[src/rtl/delay_pkg.sv]
// Shared helpers for the programmable delay line: the delay clamp.
package delay_pkg;

  // Working width of the clamp helper; callers zero-extend in and truncate out.
  localparam int DLY_FW = 16;

  // Map a requested delay onto the legal range 1..max.
  function automatic logic [DLY_FW-1:0] clamp_delay(input logic [DLY_FW-1:0] req,
                                                    input logic [DLY_FW-1:0] max);
    if (req == '0)      return DLY_FW'(1);
    else if (req > max) return max;
    else                return req;
  endfunction

endpackage

[src/rtl/delay_tap_mux.sv]
// Combinational MAX_DELAY:1 tap select of {valid,data}; sel = active delay - 1.
module delay_tap_mux #(
  parameter int DATA_WIDTH = 8,
  parameter int MAX_DELAY  = 16,
  parameter int CNT_W      = 5
) (
  input  logic [MAX_DELAY-1:0]                 tap_valid,
  input  logic [MAX_DELAY-1:0][DATA_WIDTH-1:0] tap_data,
  input  logic [CNT_W-1:0]                     sel,
  output logic                                 o_valid,
  output logic [DATA_WIDTH-1:0]                o_data
);

  // Compare-and-select so the sel width never has to match the array index width.
  always_comb begin
    o_valid = 1'b0;
    o_data  = '0;
    for (int k = 0; k < MAX_DELAY; k++) begin
      if (sel == CNT_W'(k)) begin
        o_valid = tap_valid[k];
        o_data  = tap_data[k];
      end
    end
  end

endmodule

[src/rtl/prog_delay_line.sv]
// Runtime-programmable delay line with valid tracking, stall and flush-on-load.
module prog_delay_line
  import delay_pkg::*;
#(
  parameter  int DATA_WIDTH    = 8,
  parameter  int MAX_DELAY     = 16,
  parameter  int DEFAULT_DELAY = 4,
  localparam int CNT_W         = $clog2(MAX_DELAY + 1)
) (
  input  logic                  i_clk,
  input  logic                  i_rst_n,
  input  logic                  i_en,
  input  logic                  i_delay_load,
  input  logic [CNT_W-1:0]      i_delay,
  input  logic                  i_valid,
  input  logic [DATA_WIDTH-1:0] i_data,
  output logic                  o_valid,
  output logic [DATA_WIDTH-1:0] o_data,
  output logic [CNT_W-1:0]      o_delay,
  output logic                  o_fill
);

  typedef struct packed {
    logic                  valid;
    logic [DATA_WIDTH-1:0] data;
  } stage_t;

  localparam logic [CNT_W-1:0] DLY_RST = CNT_W'(DEFAULT_DELAY);

  stage_t [MAX_DELAY-1:0]                 stg;
  logic   [MAX_DELAY-1:0]                 vld_pipe;
  logic   [MAX_DELAY-1:0][DATA_WIDTH-1:0] tap_data;
  logic   [CNT_W-1:0]                     dly_q;
  logic   [CNT_W-1:0]                     dly_new;
  logic   [CNT_W-1:0]                     fill_cnt;

  assign dly_new = CNT_W'(clamp_delay(DLY_FW'(i_delay), DLY_FW'(MAX_DELAY)));

  // Stage array: load clears valids (data kept, input dropped), else shift when enabled.
  always_ff @(posedge i_clk or negedge i_rst_n) begin
    if (!i_rst_n) begin
      stg <= '0;
    end else if (i_delay_load) begin
      for (int k = 0; k < MAX_DELAY; k++) stg[k].valid <= 1'b0;
    end else if (i_en) begin
      stg[0] <= '{valid: i_valid, data: i_data};
      for (int k = 1; k < MAX_DELAY; k++) stg[k] <= stg[k-1];
    end
  end

  // Active delay register: changes only on load, independent of the enable.
  always_ff @(posedge i_clk or negedge i_rst_n) begin
    if (!i_rst_n)          dly_q <= DLY_RST;
    else if (i_delay_load) dly_q <= dly_new;
  end

  // Fill counter: restarts on load, counts enabled steps, saturates at the delay.
  always_ff @(posedge i_clk or negedge i_rst_n) begin
    if (!i_rst_n)                    fill_cnt <= '0;
    else if (i_delay_load)           fill_cnt <= '0;
    else if (i_en && fill_cnt < dly_q) fill_cnt <= fill_cnt + CNT_W'(1);
  end

  // Split the struct array into the flat vectors the tap mux takes.
  always_comb begin
    vld_pipe = '0;
    tap_data = '0;
    for (int k = 0; k < MAX_DELAY; k++) begin
      vld_pipe[k] = stg[k].valid;
      tap_data[k] = stg[k].data;
    end
  end

  delay_tap_mux #(
    .DATA_WIDTH (DATA_WIDTH),
    .MAX_DELAY  (MAX_DELAY),
    .CNT_W      (CNT_W)
  ) u_tap (
    .tap_valid (vld_pipe),
    .tap_data  (tap_data),
    .sel       (dly_q - CNT_W'(1)),
    .o_valid   (o_valid),
    .o_data    (o_data)
  );

  assign o_delay = dly_q;
  assign o_fill  = (fill_cnt < dly_q);

endmodule

[config.mk]
export PLATFORM = sky130hd
export DESIGN_NAME = prog_delay_line
export DESIGN_NICKNAME = d
export VERILOG_FILES = /design/src/rtl/delay_pkg.sv /design/src/rtl/delay_tap_mux.sv /design/src/rtl/prog_delay_line.sv
export SDC_FILE = /design/constraint.sdc
export NUM_CORES = 1
export LEC_CHECK = 0
export BUFFER_PORTS_ARGS = -buffer_cell sky130_fd_sc_hd__buf_4
export CELL_PAD_IN_SITES_DETAIL_PLACEMENT = 0
export CELL_PAD_IN_SITES_GLOBAL_PLACEMENT = 1
export CORE_MARGIN = 2
export CORE_UTILIZATION = 45
export DETAILED_ROUTE_END_ITERATION = 8
export GPL_TIMING_DRIVEN = 0
export PLACE_DENSITY_LB_ADDON = 0.3
export RECOVER_POWER = 25
export SLEW_MARGIN = 25
export SYNTH_ARGS = -nofsm -noshare
export SYNTH_HDL_FRONTEND = slang
export SYNTH_SLANG_ARGS = --single-unit
[constraint.sdc]
create_clock -name i_clk -period 2 [get_ports i_clk]
set_input_delay 0.3 -clock i_clk [delete_from_list [all_inputs] [get_ports i_clk]]
set_output_delay 0.3 -clock i_clk [all_outputs]
set_load 0.05 [all_outputs]
== Word-level counts from Yosys, hierarchy flattened ==
Index checks and enable logic that the tools add are counted.

* Output and inout port bits: 15
* Register bits: 154
* Logic and storage cells: 113

* Reductions and logical operators: 6
* $lt $le $gt $ge: 2
* Muxes and demuxes: 53
* $add $sub $neg: 2
* Equal/unequal tests: 15
* Bitwise logic cells: 1

{| class="wikitable"
|+ Operators with widths
! kind !! count
|-
| 2-to-1 mux 144 bit || 1
|-
| 2-to-1 mux 8 bit || 16
|-
| == test 5 x 4 -> 1 bit, second input constant || 8
|-
| 2-to-1 mux 1 bit || 32
|-
| == test 5 x 3 -> 1 bit, second input constant || 4
|-
| 2-to-1 mux 5 bit || 4
|-
| == test 5 x 2 -> 1 bit, second input constant || 2
|-
| logical NOT 5 bit || 2
|-
| adder 5 x 1 -> 5 bit, second input constant || 1
|-
| == test 5 x 1 -> 1 bit, second input constant || 1
|-
| greater-than comparator 5 bit, second input constant || 1
|-
| < comparator 5 bit || 1
|-
| subtractor 5 x 1 -> 5 bit, second input constant || 1
|-
| nonzero test 2 bit || 2
|-
| AND reduction 2 bit || 1
|-
| logical AND 1 bit || 1
|-
| inverter 1 bit || 1
|}

== Logic depth before layout (Yosys ltp) ==
* Depth after elaboration: 18
* Gate-level depth with buffers: 8
* Mapped depth without buffers: 7

== Modules after synthesis ==
Synthesis repeated with hierarchy kept, for this count alone.

* Cell total of the unflattened synthesis: 642
* Area, all modules: 7718.7 µm²

{| class="wikitable"
|+ By module, submodules not included
! module !! seq. area each (µm²) !! area each (µm²) !! cells each !! times used
|-
| prog_delay_line || 3854.9 || 5967.0 || 386 || 1
|-
| delay_tap_mux || 0.0 || 1751.7 || 256 || 1
|}

== Least setup slack after synthesis ==
No wires, ideal clock.

* Path type: register -> output
* Start point: register dly_q[2], in the netlist o_delay[2]
* End point: output port o_data[0]
* Stages on the path, launching flop included: 8
* Data arrival time: 2.690 ns
* Data required time: 1.700 ns
* Buffers on the path: 2
* Path slack: -0.990 ns
* Cells stage by stage: dfstp_2 -> buf_2 -> or3b_1 -> buf_1 -> a211oi_1 -> o22ai_1 -> a22oi_1 -> a2bb2oi_1

* Longest elaborated chain between the ends: 18
* Elaborated cells between the ends (all ways): 33
* Classes of those cells: add/sub (1); eq/ne (15); mux (16); reduce/logical (1)

{| class="wikitable"
|+ Ends and longest elaborated chain
! item !! line !! RTL
|-
| from (decl) || prog_delay_line.sv:33 || <nowiki>logic [CNT_W-1:0] dly_q;</nowiki>
|-
| from (signal assigned) || prog_delay_line.sv:54 || <nowiki>else if (i_delay_load) dly_q <= dly_new;</nowiki>
|-
| subtractor 5 x 1 -> 5 bit * || prog_delay_line.sv:81 || <nowiki>.sel (dly_q - CNT_W'(1)),</nowiki>
|-
| logical NOT 5 bit || delay_tap_mux.sv:19 || <nowiki>if (sel == CNT_W'(k)) begin</nowiki>
|-
| 2-to-1 mux 8 bit (15 in a row) || delay_tap_mux.sv:19 ||
|-
| 2-to-1 mux 8 bit * || delay_tap_mux.sv:19 ||
|-
| to (decl) || prog_delay_line.sv:18 || <nowiki>output logic [DATA_WIDTH-1:0] o_data,</nowiki>
|}

Mark *: on every way between the ends. The rest lies on a longest branch, timed or not.

== Worst setup path after layout ==
* Start point: register dly_q[2], in the netlist o_delay[2]
* End point: output port o_data[5]

The elaborated chain is that of the path after synthesis.

==> reports/results.txt <==
VDD IR-drop max: 0.0009756 V
Mean Syn Cell Area: 11.85 um2
flop2flop setup slack: -0.18 ns
first-pass GRT wire length: 30880 um
Worst Hold Class: in2reg
Crit path depth: 7
reg2reg path depth: 9
crit path kind: reg2out
Worst Path Buf+Inv: 2
Primary FF master, synth: dfrtp_1
synth warn: 0
Syn-to-layout area delta: 25.53%
initial antenna violation count: 0
Max Root-Sink Buffers: 2
# Max-Cap Violations: 1
Die X: 132.8 um
Slew HR: -0.01961
met2 Usage GRT: 0.3716
fraction of layout cells with a size suffix above 1: 0.4056
CP delay by family, top: compound AO/OA/AOI/OAI gates
setup ws final: -0.8395 ns
Peak Freq: 0.3522 GHz
row cnt: 47
diode count: 0
CP peak stage delay: 0.53 ns
DR iter-0 viols: 426
antenna-violating nets left: 0
DRT Pass-1 Iters: 5
ys async rst share: 1.000
Final Net Count: 721
Port Buf Inserts: 32
Core Box Area: 0.01641 mm2
vias in the first global route: 5589
Final Cycle Share: 1.420
post-layout instance area: 0.009369 mm2
Mapped Nets: 653
Req. time, crit path: 1.70 ns
Fin Setup TNS: -8.170 ns
CP endpoint kind: output pin
leak pwr: 4.010 nW
Post-DP Area: 0.008252 mm2
final WL: 19150 um
CTS tree: done
total clock buffers created by CTS: 17
RR Endpoint: fill_cnt[4]$_DFFE_PN0P_
worst hold slack: 0.07529 ns
EDFF count, synth: 0
gr busiest metal: met2
Slew Viols, Final: 60
GR Util met3: 0.04636
Final Util: 0.5710
via count: 5393
RSZ-0062 raised after global routing: true
met1 GRT Util: 0.3065
GRT Total Usage: 0.2272
HP Start: i_delay[4]
clk_lat worst skew: 0.42 ns
DIE AREA: 0.01763 mm2
H-tree depth: 4
Power Total: 10.99 mW
drt via density: 5.799
CTS clk-pin slew, worst paths: 0.06 ns
largest net degree at the start of global routing: 96
gr ovfl total: 0
clock sink count: 154
Post-DP HPWL: 12950 um
CP max-delay cell: dfstp_2
post-synthesis sequential area ratio: 0.5165
Slew @ Worst Pin: 1.529 ns
clk_skew: 0.005300 ns
CTS root buf: clkbuf_16
type of origin of the critical path: flip-flop
Yosys reg bits: 154
failing checks: max-capacitance violations, max-slew violations, negative setup slack
IO Pins: 33
Hold Path End: o_delay[3]$_DFFE_PN0P_
Syn Inst Count: 630
Distinct cells, synth: 56
power per cell area: 1173 mW/mm2
Cell Area, Synth: 0.007463 mm2
die height: 132.8 um
critical path peak fanout: 8
Critical Path AT: 2.54 ns
final setup fails: 14
crit-path cells: buf_6, or3b_4, a211oi_2, o22ai_1, a31o_1, a31oi_4, buf_6
Final Hold Vio Count: 0
Hold Crit Depth: 2
status: complete, but fails checks
Final GP Congestion: 0.8206
final period demand of the worst path: 2.840 ns
RR Startpoint: o_delay[2]$_DFFE_PN1P_
number of remaining DRC errors: 0
Top cell by count, worst path: buf_6
Starting Density: 0.4549
wire length per cell: 20.60 um
[cell usage after synthesis, drive strengths merged, types with 2 or more instances]
cell type | number | area [um2]
mux2 | 128 | 1441
mux2i | 22 | 220.2
ha | 5 | 62.56
nand4 | 3 | 18.77
a311oi | 3 | 26.28
nor4b | 2 | 23.77
inv | 11 | 41.29
o31a | 3 | 26.28
nor2 | 42 | 157.7
a2bb2oi | 2 | 17.52
and3 | 2 | 12.51
a31oi | 7 | 43.79
nand3 | 10 | 50.05
a211oi | 14 | 120.1
a31o | 3 | 26.28
a221oi | 3 | 26.28
buf | 27 | 151.4
a21oi | 30 | 150.1
o211ai | 7 | 67.57
clkbuf | 20 | 75.07
dfrtp | 153 | 3829
nor4 | 7 | 58.81
a22oi | 7 | 52.55
xnor2 | 2 | 17.52
nor4bb | 6 | 60.06
o32a | 2 | 20.02
nor3 | 13 | 65.06
o32ai | 6 | 52.55
o22ai | 12 | 75.07
o21ai | 16 | 80.07
a2111oi | 3 | 26.28
nand2b | 13 | 81.33
nand2 | 22 | 82.58
nor2b | 12 | 75.07
[what timing repair did]
item / 4_1_cts / 5_1_grt
hold buffers: 1 / 0
gates resized for setup: 65 / 36
endpoints found under the hold margin: 58 / 0
endpoints found under the setup margin: 13 / 22
buffers inserted: 15 / 4
pin swaps: 19 / 12
[placed cells by master, fill, tap and decap left out, drive strengths merged, types with 5 or more instances in the layout]
cell type,n
dfrtp,153
mux2,128
buf,76
nor2,42
clkbuf,41
a21oi,30
mux2i,22
nand2,22
o21ai,16
a211oi,14
nand2b,13
nor3,13
nor2b,12
o22ai,12
nand3,10
inv,10
a22oi,7
o211ai,7
nor4,7
a31oi,7
clkinv,6
nor4bb,6
o32ai,6
ha,5
[stage by stage]
step	std cells	setup WS [ns]
global route	930	-0.9020
floorplan	630	-0.5610
CTS	926	-0.8330
finish	930	-0.8395
global placement	882	-0.8897
detailed placement	883	-0.9258
[worst reg2reg max path: cells and delay by family (launching register included)]
| family | cells | cell delay [ns] |
|---|---|---|
| AO/OA/AOI/OAI | 3 | 0.54 |
| flip-flops | 1 | 0.53 |
| buffers and inverters | 3 | 0.32 |
| multiplexers | 1 | 0.31 |
| adder cells (fa/ha/maj) | 1 | 0.27 |
| AND/OR/NAND/NOR | 1 | 0.09 |
[kinds of logic after synthesis]
kind of cell | count (synthesis) | share of synthesized area
xor gates and xnor gates | 2 | 0.002347
buffers and inverters | 58 | 0.03588
and+or+nand+nor | 139 | 0.09942
DFF | 154 | 0.5165
muxes | 151 | 0.2256
adders and majority gates | 5 | 0.008382
AOI/OAI and AO/OA | 121 | 0.1118
[power breakdown]
part,internal (mW),switching [mW]
Combinational,1.49,1.33
Sequential,4.21,0.824
Clock,1.88,1.25
[area by class of cell]
class / count / area, um2
buffer: 43 / 291.5
clock buffer: 22 / 464.2
clock inverter: 9 / 97.59
fill: 1351 / 7038
inverter: 11 / 47.55
multi-input combinational: 418 / 3850
sequential: 154 / 3859
tap: 220 / 275.3
timing repair buffer: 53 / 484.2
[sequential cells by signal, summed over array words and instances, names as in the netlist]
register	count
fill_cnt	5
o_delay	5
stg	144
[layer usage]
layer  share of wire  routed length, um  vias to the layer above
li1                -                  -                     2450
met1            0.45               8599                     2774
met2            0.49               9424                      143
met3           0.044                846                       26
met4           0.015                283                        0
met5               0                  0                        -
[worst max-delay path by stage]
stage          slack [ns]                    from         to
3_5_place_dp        -0.93  o_delay[0]$_DFFE_PN0P_  o_data[0]
3_3_place_gp        -0.89  o_delay[0]$_DFFE_PN0P_  o_data[6]
6_report            -0.84  o_delay[2]$_DFFE_PN1P_  o_data[5]
4_1_cts             -0.83  o_delay[2]$_DFFE_PN1P_  o_data[5]
2_1_floorplan       -0.56  o_delay[1]$_DFFE_PN0P_  o_data[1]
5_1_grt             -0.90  o_delay[2]$_DFFE_PN1P_  o_data[5]
Note: power is estimated with default switching activity, not from simulation.
